===== config.mk =====
export PLATFORM = sky130hd
export DESIGN_NAME = snake_head_mover
export DESIGN_NICKNAME = d
export VERILOG_FILES = /design/src/rtl/snake_head_mover.sv
export SDC_FILE = /design/constraint.sdc
export NUM_CORES = 1
export LEC_CHECK = 0
export ABC_AREA = 1
export CAP_MARGIN = 15
export CORE_MARGIN = 2
export CORE_UTILIZATION = 52
export CTS_CLUSTER_SIZE = 24
export DETAILED_ROUTE_END_ITERATION = 6
export GPL_ROUTABILITY_DRIVEN = 0
export PLACE_DENSITY = 0.81
export RECOVER_POWER = 50
export SETUP_SLACK_MARGIN = 0.3
export SKIP_LAST_GASP = 1
export SLEW_MARGIN = 20
export SYNTH_ARGS = -nofsm -noshare
export SYNTH_HDL_FRONTEND = slang
export SYNTH_SLANG_ARGS = --single-unit

===== constraint.sdc =====
create_clock -name clk -period 1.6 [get_ports clk]
set_input_delay 0.4 -clock clk [delete_from_list [all_inputs] [get_ports clk]]
set_output_delay 0.4 -clock clk [all_outputs]
set_load 0.01 [all_outputs]

===== src/rtl/snake_head_mover.sv =====
// snake_head_mover: game-tick stage that advances the snake head one cell per
// tick and detects wall collisions.
// Optional feature macro: SNAKE_WRAP_EN -- edges wrap around instead of killing
// the snake (DEAD becomes unreachable and `dead` is tied low).
module snake_head_mover #(
  parameter int GRID_W   = 16,
  parameter int GRID_H   = 16,
  parameter int TICK_DIV = 25_000_000,
  parameter int START_X  = 4,
  parameter int START_Y  = 8,
  localparam int XW = $clog2(GRID_W),
  localparam int YW = $clog2(GRID_H)
) (
  input  logic          clk,
  input  logic          reset,
  input  logic [1:0]    direction,
  input  logic          start,
  input  logic          pause,
  output logic [XW-1:0] head_x,
  output logic [YW-1:0] head_y,
  output logic          step,
  output logic          running,
  output logic          dead
);

  localparam int CW = (TICK_DIV > 2) ? $clog2(TICK_DIV) : 1;

  localparam logic [CW-1:0] TICK_LAST = CW'(TICK_DIV - 1);
  localparam logic [XW-1:0] X_MAX     = XW'(GRID_W - 1);
  localparam logic [YW-1:0] Y_MAX     = YW'(GRID_H - 1);
  localparam logic [XW-1:0] X_START   = XW'(START_X);
  localparam logic [YW-1:0] Y_START   = YW'(START_Y);

  typedef enum logic [1:0] {
    IDLE = 2'd0,
    RUN  = 2'd1,
    DEAD = 2'd2
  } state_t;

  state_t        state_q, state_d;
  logic [CW-1:0] cnt_q, cnt_d;
  logic [XW-1:0] head_x_q, head_x_d;
  logic [YW-1:0] head_y_q, head_y_d;
  logic          step_q, step_d;

  logic [XW-1:0] next_x;
  logic [YW-1:0] next_y;
  logic          wall_hit;

  // Candidate next head position for the sampled direction, plus wall detection.
  always_comb begin
    next_x   = head_x_q;
    next_y   = head_y_q;
    wall_hit = 1'b0;
    case (direction)
      2'b00: begin
        if (head_x_q == X_MAX) begin
`ifdef SNAKE_WRAP_EN
          next_x = '0;
`else
          wall_hit = 1'b1;
`endif
        end else begin
          next_x = head_x_q + XW'(1);
        end
      end
      2'b01: begin
        if (head_y_q == Y_MAX) begin
`ifdef SNAKE_WRAP_EN
          next_y = '0;
`else
          wall_hit = 1'b1;
`endif
        end else begin
          next_y = head_y_q + YW'(1);
        end
      end
      2'b10: begin
        if (head_x_q == '0) begin
`ifdef SNAKE_WRAP_EN
          next_x = X_MAX;
`else
          wall_hit = 1'b1;
`endif
        end else begin
          next_x = head_x_q - XW'(1);
        end
      end
      default: begin
        if (head_y_q == '0) begin
`ifdef SNAKE_WRAP_EN
          next_y = Y_MAX;
`else
          wall_hit = 1'b1;
`endif
        end else begin
          next_y = head_y_q - YW'(1);
        end
      end
    endcase
  end

  // Next-state logic: start/restart, tick counting with pause, move or die.
  always_comb begin
    state_d  = state_q;
    cnt_d    = cnt_q;
    head_x_d = head_x_q;
    head_y_d = head_y_q;
    step_d   = 1'b0;
    case (state_q)
      RUN: begin
        // Pause takes priority over the terminal count, so the counter may sit at TICK_LAST.
        if (!pause) begin
          if (cnt_q == TICK_LAST) begin
            cnt_d = '0;
            if (wall_hit) begin
              state_d = DEAD;
            end else begin
              head_x_d = next_x;
              head_y_d = next_y;
              step_d   = 1'b1;
            end
          end else begin
            cnt_d = cnt_q + CW'(1);
          end
        end
      end
      default: begin
        // IDLE and DEAD both restart the same way on start.
        if (start) begin
          state_d  = RUN;
          cnt_d    = '0;
          head_x_d = X_START;
          head_y_d = Y_START;
        end
      end
    endcase
  end

  // State and output registers with synchronous reset.
  always_ff @(posedge clk) begin
    if (reset) begin
      state_q  <= IDLE;
      cnt_q    <= '0;
      head_x_q <= X_START;
      head_y_q <= Y_START;
      step_q   <= 1'b0;
    end else begin
      state_q  <= state_d;
      cnt_q    <= cnt_d;
      head_x_q <= head_x_d;
      head_y_q <= head_y_d;
      step_q   <= step_d;
    end
  end

  assign head_x  = head_x_q;
  assign head_y  = head_y_q;
  assign step    = step_q;
  assign running = (state_q == RUN);
`ifdef SNAKE_WRAP_EN
  assign dead    = 1'b0;
`else
  assign dead    = (state_q == DEAD);
`endif

endmodule


---- Word level (Yosys, flattened, before mapping) ----
Index checks and enable logic that the tools add are counted.
storage, ports and cells
  register bits after elaboration ......... 36
  output and inout bits ................... 11
  logic and storage cells ................. 70
operators by class
  add/sub/neg operators ................... 5
  equality and inequality tests ........... 17
  muxes and demuxes ....................... 31
  bitwise operators ....................... 2
  reduce and logical (&&, ||, !) cells .... 10
operator list
  operator               number
  $mux 25                4
  $mux 4                 14
  $add 25x1->25 const B  1
  $eq 25x25->1 const B   1
  $pmux 4 s2             2
  $reduce_and 7->1       2
  $mux 2                 5
  $ne 3x3->1 const B     3
  $add 4x1->4 const B    2
  $eq 4x4->1 const B     2
  $logic_not 4->1        2
  $sub 4x1->4 const B    2
  $ne 2x2->1 const B     3
  $mux 1                 5
  $eq 2x1->1 const B     2
  $eq 2x2->1 const B     2
  $ne 2x1->1 const B     2
  $reduce_and 4->1       1
  $reduce_or 4->1        1
  $ne 3x1->1 const B     1
  $ne 3x2->1 const B     1
  $pmux 1 s3             1
  $logic_not 2->1        1
  $not 1->1              2
  other kinds (3)        3

---- Longest topological paths before layout ----
  word-level depth ........................ 7
  depth in mapped cells ................... 12
  mapped depth without buffers ............ 12

---- Worst setup path after synthesis ----
Ideal clock, no wire load.
  path type ............................... input port to flip-flop
  start ................................... in direction[0]
  end ..................................... reg head_y_q[3], in the netlist head_y[3]
  library setup time ...................... 120 ps
  arrival time ............................ 1501 ps
  required time ........................... 1480 ps
  path slack .............................. -21 ps
  cell stages on the path ................. 9
  path buffers ............................ 0
  cells stage by stage .................... inv_1 -> or2_1 -> ha_1 -> a21oi_1 -> nor2_1 -> nor2_1 -> a21oi_1 -> o211ai_1 -> nand2_1
between the ends
  longest elaborated chain between the ends .. 7
  elaborated cells between the ends (all ways) .. 15
  those cells by class .................... eq/ne: 6; mux: 6; reduce/logical: 3
RTL lines
  what                                                  RTL line  text
  from (decl)                                           16        input logic [1:0] direction,
  $eq 2x2->1 / $logic_not 2->1 (equally long branches)  55        case (direction)
  $reduce_or 2->1 (no source line)                      n/a
  $pmux 4 s2                                            55
  $mux 4                                                116       if (wall_hit) begin
  $mux 4                                                114       if (cnt_q == TICK_LAST) begin
  $mux 4                                                113       if (!pause) begin
  $mux 4                                                110       case (state_q)
  to (signal assigned)                                  152       head_y_q <= head_y_d;
  to (decl)                                             43        logic [YW-1:0] head_y_q, head_y_d;
Parallel ways exist; a longest one is shown, timed or not. The select of a mux whose other input is x is not followed.
A chain may end at the register's enable or synchronous reset.

---- Worst setup path after layout ----
  start ................................... reg cnt_q[19]
  end ..................................... reg head_y_q[3], in the netlist head_y[3]
between the ends
  longest elaborated chain between the ends .. 3
RTL lines
  what                               RTL line  text
  from (decl)                        41        logic [CW-1:0] cnt_q, cnt_d;
  from (signal assigned)             150       cnt_q <= cnt_d;
  $eq 25x25->1                       114
  $ne 2x1->1 (no source line)        n/a
  $reduce_and 7->1 (no source line)  n/a
No other way between the ends.

==> results by group <==
Run status
  – Status: complete, but fails checks
  – Failing checks: setup timing

Cells and area
  – Fin nets: roughly 430
  – Layout cells sized above 1: 0.475
  – Antenna cell count: 0
  – Final instance area: 3520 µm²
  – Final Util: 0.868
  – Post-route insts no fill: between 400 and 500
  – Filler Cell Count: between 150 and 200
  – Area growth syn-to-layout: 59.2%

Setup path
  – Critical path startpoint: cnt_q[19]
  – Setup CP Type: flop to flop
  – Crit start category: flop
  – CP Max Fanout: 4
  – Reg2reg start: cnt_q[19]
  – Critical Path RT: approximately 1.8 ns
  – Worst EP arrival: between 1.5 and 2 ns
  – Crit. End Element: flop

Timing
  – Slew HR: 0.649
  – Final worst slack: -0.105 ns
  – FMAX: just under 600 MHz
  – Hold_ws: roughly 0.5 ns
  – Fin. max-slew vios: 0
  – Worst Tran Pin Value: approximately 0.52 ns
  – Setup Skew: ~0.011 ns
  – RSZ-0062 raised after global routing: true
  – Final Hold Fails: 0
  – Final setup viols: 32
  – Min Tclk post-route: roughly 1.7 ns
  – Fin crit share: 1.07
  – Setup_tns: -1.06 ns

Synth
  – Mean Syn Cell Area: ~6.6 µm²
  – Netlist cell types: 33
  – Top cells by area, synth: dfxtp_1, nand2_1, nor2_1
  – Post-synthesis cell area: approximately 2200 µm²
  – Post-synth top area share: 0.326
  – Seq/Total Area, Yosys: 0.326
  – Yosys warning count: 0
  – Yosys reg bits: 36
  – Primary FF master, synth: dfxtp_1
  – Synthesized Nets: 346
  – Largest area contributor in the netlist: dfxtp_1
  – Mapped Cells: approximately 330
  – EDFF count, synth: 0
  – Asr flop ratio synth: 0

Hold path
  – Worst min-delay path class: flop to flop
  – Hold path startpoint: cnt_q[18]

Drt
  – Detailed Routing Iterations Pass 1: 7
  – Vias: 2825
  – Final routed DRC violation total: 0
  – Routed Antenna Nets: 0
  – Wire per inst: 19.3 µm
  – DRT iter0 DRCs: approximately 350
  – Vias/cell: around 6.0
  – Routed WL: ~9.1 mm

Place
  – DP Area: 2860 µm²
  – DP Cell Count: 439
  – IO buf count: 16
  – HPWL Detailed: 4.17 mm
  – Post-place setup slack: -0.684 ns

Floorplan
  – Die Height: about 70 µm
  – Row cnt: 23
  – Core box area: just over 4000 µm²
  – Initial Util: 0.545
  – # IOs: 17
  – Die area: about 4800 µm²
  – DIE WIDTH: approximately 70 µm

GRT
  – Number of global-route vias before repair: around 2300
  – First-pass GRT wire length: ~10 mm
  – Total grt overflow: 0
  – Gr usage total: 0.265
  – Antenna violations before repair: 0
  – Largest net degree at the start of global routing: 11

Clocking
  – CTS tree: done
  – Worst-path clk slew: roughly 0.080 ns
  – Clk Latency, worst-skew pair: a little over 0.3 ns
  – Clk buf depth: 2
  – Clock sinks: 36
  – H-tree lvl count: 2
  – CTS buffer count: 5
  – Root buffer cell: clkbuf_8

Run
  – Max-cap violations: 0

Power
  – Leakage: between 1 and 1.5 nW
  – Pwr Density: between 600 and 700 nW/µm²
  – Peak VDD IR: 0.000572 V
  – Total power: around 2.4 mW
[power breakdown]
part	switching (mW)	internal (mW)
Sequential	0.0448	0.930
Combinational	0.400	0.344
Clock	0.369	0.352
Total	0.814	1.63
[final timing paths]
kind | slack [ns] | cells after the start | endpoint
min | 0.50 | 2 | cnt_q[18]
max | -0.10 | 10 | head_y[3]
min reg2reg | 0.50 | 2 | cnt_q[18]
max reg2reg | -0.10 | 10 | head_y[3]
[cells by family (layout without fill, tap and decap cells)]
kind of cell,after synthesis,count (layout),synth area share
flip-flops,36,36,0.326
XOR/XNOR,9,9,0.0356
buffers and inverters,53,140,0.0972
adder cells (fa/ha/maj),7,7,0.0464
AO/OA/AOI/OAI,31,31,0.0871
AND/OR/NAND/NOR,197,198,0.408
[synthesized netlist by cell type (3+ instances only)]
library cell and instances:
nand2_1 82, nor2_1 55, inv_1 47, dfxtp_1 36, a21oi_1 17, nand3_1 16
nor3_1 11, xor2_1 9, o21ai_0 8, nand2_2 6, nand4_1 6, ha_1 5
nor4_1 4, nand2_4 3, nor2_4 3
[metal layers]
metal | global-route usage | part of all wire | wire length (µm)
met3 | 0.0436 | 0.095 | 862
met2 | 0.431 | 0.47 | 4240
met1 | 0.356 | 0.38 | 3440
met4 | 0.0959 | 0.059 | 532
met5 | 0 | 0 | 0
[critical path, cell delays in order, from the launching register on]
cell and delay (ns):
dfxtp_1 0.36, nand2_1 0.08, inv_1 0.11, nand2_1 0.17
nor2_4 0.17, nand3_4 0.14, nand2_4 0.13, buf_6 0.12
nand3_4 0.09, a21oi_2 0.13, nand2_1 0.09
[cell usage in the layout, fill, tap and decap left out, types with 9 or more instances in the layout]
master and instances:
buf_4 52, inv_1 41, dfxtp_2 11, nor2_1 40, nor2_2 9, nand2_1 69, dfxtp_1 17, nand3_1 10
nand2_2 12, buf_6 14, a21oi_2 10, nor2_4 11
[registers in the layout (all words and copies together), names as in the netlist]
register,count
state_q,2
step,1
head_x,4
cnt_q,25
head_y,4
[area by class of cell]
class                           count  area (µm²)  area share
Sequential cell                    36         764       0.217
Tap cell                           50        62.6      0.0178
Multi-Input combinational cell    245        1700       0.483
Inverter                           49         196      0.0558
Timing Repair Buffer               83         707       0.201
Clock buffer                        8        90.1      0.0256
[what timing repair did]
action | CTS | global route
gates resized for setup | 83 | 84
endpoints found under the setup margin | 46 | 45
gates cloned | 0 | 1
buffers inserted | 10 | 13
pin swaps | 26 | 30
hold buffers | 0 | 0
No activity file was read; power rests on OpenSTA's default activity.
